**src/rtl/spi_cmd_decoder_pkg.sv**
```systemverilog
// Shared definitions for the SPI command decoder: FSM state encodings, the
// read/write flag position in the command byte and the special read addresses.
package spi_cmd_decoder_pkg;

    typedef enum logic [1:0] {
        IDLE      = 2'd0,
        GET_DATA  = 2'd1,
        READ_WAIT = 2'd2
    } cmd_state_t;

    localparam int         RW_BIT      = 7;
    localparam logic [6:0] ADDR_STATUS = 7'h7E;
    localparam logic [6:0] ADDR_ID     = 7'h7F;

endpackage

```
**src/rtl/spi_cmd_decoder_sync_2ff.sv**
```systemverilog
// 1-bit two-flop synchroniser with a configurable value loaded during reset.
module sync_2ff #(
    parameter logic RST_VAL = 1'b0
) (
    input  logic clk,
    input  logic rst_n,
    input  logic d,
    output logic q
);

    logic meta;

    always_ff @(posedge clk or negedge rst_n) begin
        if (!rst_n) begin
            meta <= RST_VAL;
            q    <= RST_VAL;
        end else begin
            meta <= d;
            q    <= meta;
        end
    end

endmodule

```
**src/rtl/spi_cmd_decoder.sv**
```systemverilog
// Decodes SPI-received bytes into register writes/reads and drives the readback byte.
// Optional macro CMD_TIMEOUT_EN aborts a partial command after TIMEOUT_CYCLES clocks.
module spi_cmd_decoder
    import spi_cmd_decoder_pkg::*;
#(
    parameter int         NUM_REGS       = 8,
    parameter logic [7:0] ID_VALUE       = 8'hC4,
    parameter int         TIMEOUT_CYCLES = 65535
) (
    input  logic                  clk,
    input  logic                  rst_n,
    input  logic [7:0]            rx_byte,
    input  logic                  rx_valid,
    input  logic                  spi_cs_n,
    output logic [7:0]            tx_byte,
    input  logic [7:0]            status_in,
    output logic [NUM_REGS*8-1:0] regs_flat,
    output logic [NUM_REGS-1:0]   wr_strobe,
    output logic [7:0]            err_count
);

    logic valid_s, valid_d, cs_s, cs_d;
    logic capture, cs_rise, timeout;

    sync_2ff #(.RST_VAL(1'b0)) u_sync_valid (.clk(clk), .rst_n(rst_n), .d(rx_valid), .q(valid_s));
    sync_2ff #(.RST_VAL(1'b1)) u_sync_cs    (.clk(clk), .rst_n(rst_n), .d(spi_cs_n), .q(cs_s));

    always_ff @(posedge clk or negedge rst_n) begin
        if (!rst_n) begin
            valid_d <= 1'b0;
            cs_d    <= 1'b1;
        end else begin
            valid_d <= valid_s;
            cs_d    <= cs_s;
        end
    end

    assign capture = valid_s & ~valid_d;
    assign cs_rise = cs_s & ~cs_d;

    cmd_state_t              state, next_state;
    logic [6:0]              addr;
    logic                    load_pend;
    logic [NUM_REGS-1:0][7:0] regs;
    logic [7:0]              rd_data;
    logic                    do_write, start_read, err_inc;

    assign regs_flat = regs;

`ifdef CMD_TIMEOUT_EN
    logic [15:0] tmo_cnt;

    always_ff @(posedge clk or negedge rst_n) begin
        if (!rst_n)                          tmo_cnt <= '0;
        else if (capture || state == IDLE)   tmo_cnt <= '0;
        else                                 tmo_cnt <= tmo_cnt + 16'd1;
    end

    // Fires on the TIMEOUT_CYCLES-th clock spent waiting in a partial command
    assign timeout = (state != IDLE) && (tmo_cnt == 16'(TIMEOUT_CYCLES - 1));
`else
    assign timeout = 1'b0;
`endif

    always_ff @(posedge clk or negedge rst_n) begin
        if (!rst_n) state <= IDLE;
        else        state <= next_state;
    end

    always_comb begin
        next_state = state;
        do_write   = 1'b0;
        start_read = 1'b0;
        err_inc    = 1'b0;
        case (state)
            IDLE: begin
                if (capture) begin
                    if (rx_byte[RW_BIT]) begin
                        start_read = 1'b1;
                        next_state = READ_WAIT;
                        if (int'(rx_byte[6:0]) >= NUM_REGS && rx_byte[6:0] != ADDR_STATUS
                            && rx_byte[6:0] != ADDR_ID)
                            err_inc = 1'b1;
                    end else begin
                        next_state = GET_DATA;
                    end
                end
            end
            GET_DATA: begin
                if (capture) begin
                    if (int'(addr) < NUM_REGS) do_write = 1'b1;
                    else                       err_inc  = 1'b1;
                    next_state = IDLE;
                end else if (cs_rise || timeout) begin
                    err_inc    = 1'b1;
                    next_state = IDLE;
                end
            end
            READ_WAIT: begin
                if (capture || cs_rise) begin
                    next_state = IDLE;
                end else if (timeout) begin
                    err_inc    = 1'b1;
                    next_state = IDLE;
                end
            end
            default: next_state = IDLE;
        endcase
        // A chip-select rise always ends the command, after any same-cycle capture
        if (cs_rise) next_state = IDLE;
    end

    always_comb begin
        rd_data = 8'h00;
        if (addr == ADDR_STATUS)  rd_data = status_in;
        else if (addr == ADDR_ID) rd_data = ID_VALUE;
        for (int k = 0; k < NUM_REGS; k++)
            if (addr == 7'(k)) rd_data = regs[k];
    end

    always_ff @(posedge clk or negedge rst_n) begin
        if (!rst_n) begin
            addr      <= '0;
            load_pend <= 1'b0;
            tx_byte   <= 8'h00;
            regs      <= '0;
            wr_strobe <= '0;
            err_count <= 8'h00;
        end else begin
            if (state == IDLE && capture) addr <= rx_byte[6:0];
            load_pend <= start_read && (next_state == READ_WAIT);
            if (next_state != READ_WAIT) tx_byte <= 8'h00;
            else if (load_pend)          tx_byte <= rd_data;
            for (int k = 0; k < NUM_REGS; k++) begin
                wr_strobe[k] <= do_write && (addr == 7'(k));
                if (do_write && addr == 7'(k)) regs[k] <= rx_byte;
            end
            if (err_inc && err_count != 8'hFF) err_count <= err_count + 8'd1;
        end
    end

endmodule

```
**config.mk**
```make
export PLATFORM = sky130hd
export DESIGN_NAME = spi_cmd_decoder
export DESIGN_NICKNAME = d
export VERILOG_FILES = /design/src/rtl/spi_cmd_decoder_pkg.sv /design/src/rtl/spi_cmd_decoder_sync_2ff.sv /design/src/rtl/spi_cmd_decoder.sv
export SDC_FILE = /design/constraint.sdc
export NUM_CORES = 1
export LEC_CHECK = 0
export BUFFER_PORTS_ARGS = -buffer_cell sky130_fd_sc_hd__buf_4
export CORE_UTILIZATION = 54
export CTS_CLUSTER_DIAMETER = 60
export DETAILED_ROUTE_END_ITERATION = 10
export MAX_ROUTING_LAYER = met4
export PLACE_DENSITY = 0.89
export SLEW_MARGIN = 0
export SYNTH_ARGS = -nofsm -noshare
export SYNTH_HDL_FRONTEND = slang
export SYNTH_HIERARCHICAL = 1
export SYNTH_SLANG_ARGS = --single-unit
export TNS_END_PERCENT = 1
```
**constraint.sdc**
```tcl
create_clock -name clk -period 2.75 [get_ports clk]
set_input_delay 0.4125 -clock clk [delete_from_list [all_inputs] [get_ports clk]]
set_output_delay 0.4125 -clock clk [all_outputs]
set_load 0.02 [all_outputs]
```
==> impl_results.md <==
* Syn_nets at 429
* Distinct cells, synth at 50
* Met3 wire len at 789 um
* Yosys reg bits at 104
* Top_reg_cell synth: dfrtp_1
* Peak supply drop at 343.7 uV
* I/O pin count at 108
* Crit-path slowest cell: or4_4
* Slew Limit Headroom at 57.57%
* Yosys warnings at 6
* CP Launch Type: flip-flop
* Synth Area per Inst at 12.04 sq um
* Vias per cell at 6.223
* Max Clock Skew at 0.01308 ns
* Clk root buf: clkbuf_8
* Pwr per Cell Area at 624.5 mW/mm^2
* Total power at 3.791 mW
* Slew Viols, Final at 0
* Initial Utilization at 56.07%
* Diodes inserted at 0
* Final HPWL DP at 9083 um
* Fill count at 591
* GR Overflow Total at 0
* Max incr delay on CP at 0.63 ns
* Max-cap violations at 0
* Clk_lat worst skew at 0.37 ns
* FFs w/ async S/R, synth at 100.0%
* Longest Clk Path Bufs at 2
* Layout area overhead at 23.55%
* Commonest cells after routing, fill and taps aside: 118 x buf_4, 100 x dfrtp_1, 67 x mux2_2
* Worst reg2reg setup slack at 0.21 ns
* Sink Count at 104
* Cell taking the most area after synthesis: dfrtp_1
* Largest net degree at the start of global routing at 46
* Required @ worst endpoint at 3.00 ns
* Clk slew on worst S/H paths at 0.10 ns
* Number of synthesized flops with an enable pin at 0
* CP Capture Type: flip-flop
* Detailed-route DRC error count at 0
* Die Wd at 97.39 um
* Layout cells sized above 1 at 43.99%
* Routed WL at 12,610 um
* Worst-path fanout max at 13
* Share of the synthesized area in the top cell type at 51.44%
* Full die area at 0.009485 sq mm
* Core Util, Final at 69.27%
* Postcts setup bufs at 0
* Die Span Y at 97.39 um
* Outcome: finished, final reports clean
* Worst hold slack at 0.02454 ns
* Layout Nets at 532
* Mapped cell area at 0.004913 sq mm
* Core Area at 0.008763 sq mm
* Worst EP arrival at 2.79 ns
* Post-route design area at 0.006071 sq mm
* CTS tree: yes
* DRT Pass-1 Iters at 5
* Post-synthesis sequential area ratio at 53.04%
* Fmax at 393.1 MHz
* Cts repair resizes at 0
* Top Metal Used: met4
* Commonest non-fill, non-tap cell in the layout: buf_4
* CTS Hold Bufs at 0
* First-pass GRT wire length at 20,360 um
* Final Setup Violations at 0
* Worst Tran Pin Value at 0.6317 ns
* Tcrit/Tclk final at 92.49%
* DRT met1 WL at 5372 um
* Metal2 WL at 6141 um
* HP Class: in -> async
* Initial antenna violation count at 0
* Synth top area cells: dfrtp_1 51%, mux2_2 15%, mux2i_1 3.1%
* GPL Wtd Cong at 0.9258
* Post-route setup TNS at 0 ns
* Placed Area at 0.005846 sq mm
* RSZ-0062 raised after global routing: no
* Port bufs at 107
* Fin crit period at 2.544 ns
* Final Hold Fails at 0
* Vias in the first global route at 3,809
* Register Area at 0.002608 sq mm
* Multi-input logic area at 0.002171 sq mm
* Via count at 3,883
* CTS Buf Count at 9
* CP Cell Sequence: or4_4 > or3_4 > or3_1 > mux2_4
* Critical path class: reg -> reg
* Cells after synthesis at 408
* DRT iter0 DRCs at 332
* Leakage power at 2.832 nW
* H-tree depth at 3
* Routed len/inst at 20.20 um
* Routed Antenna Nets at 0
* # rows at 34
* All-layer global routing usage at 28.08%
==> kinds of logic (layout without fill, tap and decap cells) <==
| family | Yosys count | count (layout) | synth area share, % |
|---|---|---|---|
| buffers and inverters | 34 | 142 | 2.775 |
| adder cells (fa/ha/maj) | 1 | 1 | 0.2546 |
| flip-flops | 104 | 104 | 53.04 |
| XOR/XNOR | 7 | 7 | 1.248 |
| multiplexers | 90 | 90 | 20.86 |
| AO/OA/AOI/OAI | 70 | 70 | 9.702 |
| AND/OR/NAND/NOR | 102 | 102 | 12.12 |
==> sequential cells by signal, summed over array words and instances, names as in the netlist, 2 cells and up <==
name,flops
regs_flat,64
err_count,8
addr,7
wr_strobe,8
tx_byte,8
state,2
==> final cells by class <==
cell class	instances	area share, %
Tap cell	108	2.226
Clock inverter	3	0.7626
Multi-Input combinational cell	270	35.76
Clock buffer	13	2.947
Timing Repair Buffer	119	14.92
Inverter	7	0.4328
Sequential cell	104	42.95
==> cell usage after synthesis (2+ instances only) <==
| cell type | instances |
|---|---|
| a22o_1 | 10 |
| nor3b_1 | 7 |
| o22ai_1 | 2 |
| a211oi_1 | 6 |
| o221a_2 | 5 |
| nor3_1 | 9 |
| nand3_1 | 10 |
| mux2_2 | 67 |
| nor4_1 | 8 |
| nand2b_1 | 7 |
| or3_1 | 2 |
| o21ai_0 | 15 |
| a21oi_1 | 21 |
| xnor2_1 | 7 |
| and3_1 | 4 |
| nor2_1 | 11 |
| inv_1 | 6 |
| nor2b_1 | 6 |
| dfstp_2 | 3 |
| nand4_1 | 5 |
| dfrtp_1 | 101 |
| mux2_4 | 8 |
| a221oi_1 | 3 |
| clkbuf_1 | 19 |
| buf_1 | 6 |
| nand2_1 | 22 |
| mux2i_1 | 15 |
==> layer usage <==
metal	vias to the layer above	global-route usage [%]
met3	30	3.957
met4	0	11.76
met5	-	-
li1	1703	-
met1	1943	37.67
met2	207	43.25
==> path summary, 6_finish.rpt <==
kind	depth (start not counted)	endpoint	startpoint
setup / recovery	4	regs_flat[55]$_DFFE_PN0P_	addr[5]$_DFFE_PN0P_
hold / removal	1	regs_flat[29]$_DFFE_PN0P_	rst_n
setup reg to reg	4	regs_flat[55]$_DFFE_PN0P_	addr[5]$_DFFE_PN0P_
hold reg to reg	0	u_sync_cs/q$_DFF_PN1_	u_sync_cs/meta$_DFF_PN1_
max in group asynchronous	2	u_sync_cs/q$_DFF_PN1_	rst_n
min in group clk	1	u_sync_cs/meta$_DFF_PN1_	spi_cs_n
==> critical path: cells and delay by family, from the launching register on <==
kind | cells | cell delay (ns)
mux | 1 | 0.37
simple gates | 3 | 1.64
flops | 1 | 0.42
==> power breakdown <==
part	total, mW	switching (mW)	internal (mW)
clock	1.04	0.512	0.524
sequential	1.81	0.162	1.65
combinational	0.945	0.529	0.416
==> per-stage QoR <==
stage	setup slack, ns	instances
after global routing	0.09335	624
after CTS	0.2025	624
after detailed placement	0.2155	608
after global placement	0.2737	608
final	0.2064	624
after floorplan	0.5097	408
(Power assumes the default switching activity.)
